==> src/rtl/ram_port_arbiter.sv <==
// Two-requester round-robin arbiter in front of one shared single-port RAM.
// Latency: grant one cycle after the request is sampled; read data one cycle after the grant.
// Backpressure: requesters hold their command until their grant pulse; the loser of a tie waits one cycle.
module ram_port_arbiter #(
  parameter int AW = 8,
  parameter int DW = 8
) (
  input  logic          clk,
  input  logic          rst_n,
  input  logic          req1,
  input  logic          req2,
  input  logic          we1,
  input  logic          we2,
  input  logic [AW-1:0] a1,
  input  logic [AW-1:0] a2,
  input  logic [DW-1:0] wd1,
  input  logic [DW-1:0] wd2,
  output logic          gnt1,
  output logic          gnt2,
  output logic          rvalid1,
  output logic          rvalid2,
  output logic [DW-1:0] rd1,
  output logic [DW-1:0] rd2,
  output logic          mem_we,
  output logic [AW-1:0] mem_addr,
  output logic [DW-1:0] mem_wdata,
  input  logic [DW-1:0] mem_rdata
);

  // State names the owner of the RAM command slot in the current cycle.
  typedef enum logic [1:0] {
    IDLE = 2'd0,
    P1   = 2'd1,
    P2   = 2'd2
  } state_t;

  state_t state;
  logic   last;   // 1: port 2 was granted most recently, so port 1 wins the next tie
  logic   elig1;
  logic   elig2;
  logic   pick1;
  logic   pick2;

  // A port granted this cycle is still holding its old command, so it sits out the next decision.
  always_comb begin
    elig1 = req1 & ~gnt1;
    elig2 = req2 & ~gnt2;
    pick1 = elig1 & (~elig2 | last);
    pick2 = elig2 & ~pick1;
  end

  // Arbitration FSM: registers the winner's command onto the RAM port and tracks read returns.
  always_ff @(posedge clk or negedge rst_n) begin
    if (!rst_n) begin
      state     <= IDLE;
      gnt1      <= 1'b0;
      gnt2      <= 1'b0;
      rvalid1   <= 1'b0;
      rvalid2   <= 1'b0;
      mem_we    <= 1'b0;
      mem_addr  <= '0;
      mem_wdata <= '0;
      last      <= 1'b1;
    end else begin
      // The RAM samples the current slot's read at this edge; its data appears next cycle.
      rvalid1 <= (state == P1) & ~mem_we;
      rvalid2 <= (state == P2) & ~mem_we;
      gnt1    <= pick1;
      gnt2    <= pick2;
      if (pick1) begin
        state     <= P1;
        mem_we    <= we1;
        mem_addr  <= a1;
        mem_wdata <= wd1;
        last      <= 1'b0;
      end else if (pick2) begin
        state     <= P2;
        mem_we    <= we2;
        mem_addr  <= a2;
        mem_wdata <= wd2;
        last      <= 1'b1;
      end else begin
        // Address and write data hold their last values while idle.
        state  <= IDLE;
        mem_we <= 1'b0;
      end
    end
  end

  // Both ports see the RAM output permanently; rvalid alone marks whose data it is.
  assign rd1 = mem_rdata;
  assign rd2 = mem_rdata;

endmodule

==> config.mk <==
export PLATFORM = sky130hd
export DESIGN_NAME = ram_port_arbiter
export DESIGN_NICKNAME = d
export VERILOG_FILES = /design/src/rtl/ram_port_arbiter.sv
export SDC_FILE = /design/constraint.sdc
export NUM_CORES = 1
export LEC_CHECK = 0
export ABC_AREA = 1
export CAP_MARGIN = 25
export CORE_ASPECT_RATIO = 0.6
export CORE_UTILIZATION = 39
export DETAILED_ROUTE_END_ITERATION = 10
export PLACE_DENSITY = 0.95
export SKIP_LAST_GASP = 1
export SYNTH_ARGS = -nofsm -noshare
export SYNTH_HDL_FRONTEND = slang
export SYNTH_SLANG_ARGS = --single-unit
==> constraint.sdc <==
create_clock -name clk -period 1.8 [get_ports clk]
set_input_delay 0.36 -clock clk [delete_from_list [all_inputs] [get_ports clk]]
set_output_delay 0.36 -clock clk [all_outputs]
set_load 0.005 [all_outputs]
* Word-level counts from Yosys, hierarchy flattened
Index checks and enable logic that the tools add are counted.
** Storage, ports and cells
- Logic and storage cells :: 34
- Bits in registers :: 24
- Output and inout port bits :: 37
** Operators by class
- Bitwise gates (word level) :: 12
- Equal/unequal tests :: 2
- Multiplexer cells :: 10
- Reductions and logical operators :: 1
** Operators by type and width (count)
- two-way mux 8 bit :: 4
- AND 1 bit :: 6
- NOT 1 bit :: 5
- two-way mux 1 bit :: 4
- two-way mux 2 bit :: 2
- == test 2 x 1 -> 1 bit, second input constant :: 1
- == test 2 bit, second input constant :: 1
- nonzero test 2 bit :: 1
- bitwise OR 1 bit :: 1

* Depth between registers and ports, before layout
- Depth in word-level cells :: 9
- Gate-level depth with buffers :: 7

* Worst setup path after synthesis
OpenSTA, ideal clock, no wires.
- Kind :: reg-to-reg
- From :: register gnt2
- To :: register mem_addr[0]
- Cell stages (with the launch flop) :: 8
- Path buffers :: 1
- Required time :: 1684 ps
- Arrival time :: 1049 ps
- Setup time :: 116 ps
- Clock period less this slack :: 1166 ps
- Slack :: 634 ps
- Cell sequence :: dfrtp_1 > inv_1 > nand3_2 > clkbuf_8 > nand3_1 > nand2_1 > inv_1 > nand2_1
** Between the ends
- Word-level cells in the longest chain between the ends :: 8
- Elaborated cells between the ends (all ways) :: 9
- Those cells by class :: 1 x mux; 7 x bitwise; 1 x reduce/logical
** RTL lines
- start, declared :: line 19 : output logic gnt2,
- start signal, assigned :: line 69 : gnt2 <= pick2;
- NOT 1 bit * :: line 47 : elig2 = req2 & ~gnt2;
- AND 1 bit * :: line 47
- NOT 1 bit :: line 48 : pick1 = elig1 & (~elig2 | last);
- bitwise OR 1 bit :: line 48
- AND 1 bit :: line 48
- NOT 1 bit :: line 49 : pick2 = elig2 & ~pick1;
- AND 1 bit :: line 49
- nonzero test 2 bit (no line)
- end signal, assigned :: line 61 : mem_addr <= '0;
- end signal, assigned :: line 73 : mem_addr <= a1;
- end signal, assigned :: line 79 : mem_addr <= a2;
- end, declared :: line 25 : output logic [AW-1:0] mem_addr,
Mark *: on every way between the ends. The rest lies on a longest branch, timed or not.
A chain may end at the register's enable or synchronous reset.

==> metrics.cfg <==
[layout]
drive_above_1_share_pct = 9.80
finalNetCount = 251
area_growth_pct = 45.0
final_util_pct = 61.8
num_antenna_cells = 0

[timing]
setup_viol = 0
worst_pin_slew_ns = 0.323
clock.fmax_mhz = 613
rsz0062_at_grt = false
finalSetupTns_ns = 0
hold_violations = 0
skew_ns = 0.00672
drv_slew = 0
maxSlewHeadroom_pct = 78.4
fin_crit_ns = 1.63
fin_crit_sh_pct = 90.7

[pwr]
total_power_mw = 1.78
vdd_drop_max_v = 0.000489
power.leakage_nw = 0.901
power_density_nw_per_um2 = 969

[worst_setup_path]
slowest_stage = clkdlybuf4s50_1
crit_family = buffers and inverters
worst-endpoint-required_ns = 1.44
start_kind = flip-flop
crit_type = flip-flop to output pin
path_buf_inv = 1
cp.arrival_ns = 1.27
max_stage_delay_ns = 0.55
end_kind = output pin
path_max_fanout = 4
path_cells = clkdlybuf4s50_1

[clocking]
cts_buffer_depth = 2
clk_latency_ns = 0.27
h-tree-depth = 1
hold_buffers = 0
clockRootBuffer = clkbuf_8
cts_sinks = 22
cts_buffers = 3
cts_setup_buffers = 0
cts.repair.resized = 0
clkTransAtPathRegs_ns = 0.09
cts_tree = yes

[synth]
synthCells = 158
ys_types = 17
ys_top_cells_by_count = nand3_1, nand2_1, dfrtp_1
ys_seq_elements = 22
yosysTopAreaCell = dfrtp_1
async_flop_share_pct = 100
synth_edf_count = 0
syn_nets = 204
synth_area_per_cell_um2 = 8.00
yosysWarnings = 0
seq_area_frac_synth_pct = 43.7
synthFlopType = dfrtp_1
synthTopCellsByArea = dfrtp_1, nand3_1, buf_4
yosysMostFrequentCell = nand3_1
syn_area_um2 = 1260
synth_top_area_share_pct = 41.6

[drt]
via_per_inst = 4.67
drc = 0
routedWlPerCell_um = 12.7
vias = 1150
postRouteAntennaNets = 0
first_pass_iters = 4
wl_um = 3120
drt_iter0_drc = 39

[floorplan]
die_area_um2 = 3480
io-pin-count = 83
core_area_um2 = 2970
die_x_um = 75.5
initial_utilization_pct = 42.6
die_h_um = 46.1
num_rows = 15

[grt]
antenna_found_initial = 0
grt_max_degree = 23
grt_pass1_wl_um = 4980
grt_pass1_vias = 1086
grtUsageTotal_pct = 19.8
grt_overflow = 0

[run]
maxCapViolCount = 0

[outcome]
status = finished, final reports clean

[placement]
hpwl_um = 2290
io_buffers = 58
gp_congestion = 0.745

[min_path]
worstHoldPathType = primary input to asynchronous set/reset pin

-- stage by stage --
stage	worst slack (ns)	std cells	instance area, µm²	hold WS, ns
floorplan	0.634	158	1260	0.0644
global placement	0.136	242	1760	0.452
detailed placement	0.117	242	1760	0.459
CTS	0.161	246	1830	0.464
global route	0.132	246	1830	0.464
finish	0.168	246	1830	0.453
-- registers in the layout, summed over array words and instances (netlist names) --
name	cells
gnt2	1
last	1
mem_addr	8
mem_wdata	8
mem_we	1
rvalid1	1
rvalid2	1
state	1
-- power by group --
part           switching, mW  internal [mW]
sequential            0.0643          0.608
clock                  0.166          0.297
combinational          0.285          0.356
-- cell families after synthesis --
| logic type | after synthesis | synth area share (%) |
|---|---|---|
| AND/OR/NAND/NOR | 92 | 35.4 |
| AO/OA/AOI/OAI | 1 | 0.396 |
| flip-flops | 22 | 43.7 |
| buffers and inverters | 43 | 20.5 |
-- area by class of cell --
| class | count | area, µm² |
|---|---|---|
| Clock buffer | 3 | 41.3 |
| Clock inverter | 1 | 30.0 |
| Fill cell | 274 | 1130 |
| Inverter | 21 | 78.8 |
| Multi-Input combinational cell | 93 | 453 |
| Sequential cell | 22 | 552 |
| Tap cell | 42 | 52.6 |
| Timing Repair Buffer | 64 | 626 |
-- layer usage --
| metal | part of all wire [%] | vias to the layer above | track usage [%] |
|---|---|---|---|
| met1 | 45 | 524 | 25.2 |
| met5 | 0 | - | 0 |
| met4 | 0.99 | 0 | 5.19 |
| met3 | 7.7 | 6 | 8.53 |
| li1 | - | 578 | - |
| met2 | 46 | 42 | 31.4 |
-- worst paths after layout --
| kind | from | endpoint | slack, ns | cells after the start |
|---|---|---|---|---|
| min reg2reg | gnt2$_DFF_PN0_ | rvalid1$_DFF_PN0_ | 0.47 | 1 |
| min in group clk | gnt2$_DFF_PN0_ | rvalid1$_DFF_PN0_ | 0.47 | 1 |
| min | rst_n | mem_addr[3]$_DFFE_PN0P_ | 0.45 | 2 |
| max reg2reg | gnt2$_DFF_PN0_ | mem_addr[1]$_DFFE_PN0P_ | 0.46 | 7 |
| max in group asynchronous | rst_n | last$_DFFE_PN1P_ | 1.07 | 2 |
| max | state[0]$_DFF_PN0_ | gnt1 | 0.17 | 1 |
-- cells in the final DEF, fill, tap and decap left out, drive strengths merged --
cell type	n
clkdlybuf4s50	58
nand3	50
nand2	38
dfrtp	21
inv	21
buf	6
clkbuf	3
nor3	2
nor2	2
o21ai	1
bufinv	1
dfstp	1
Note: power is estimated with default switching activity, not from simulation.
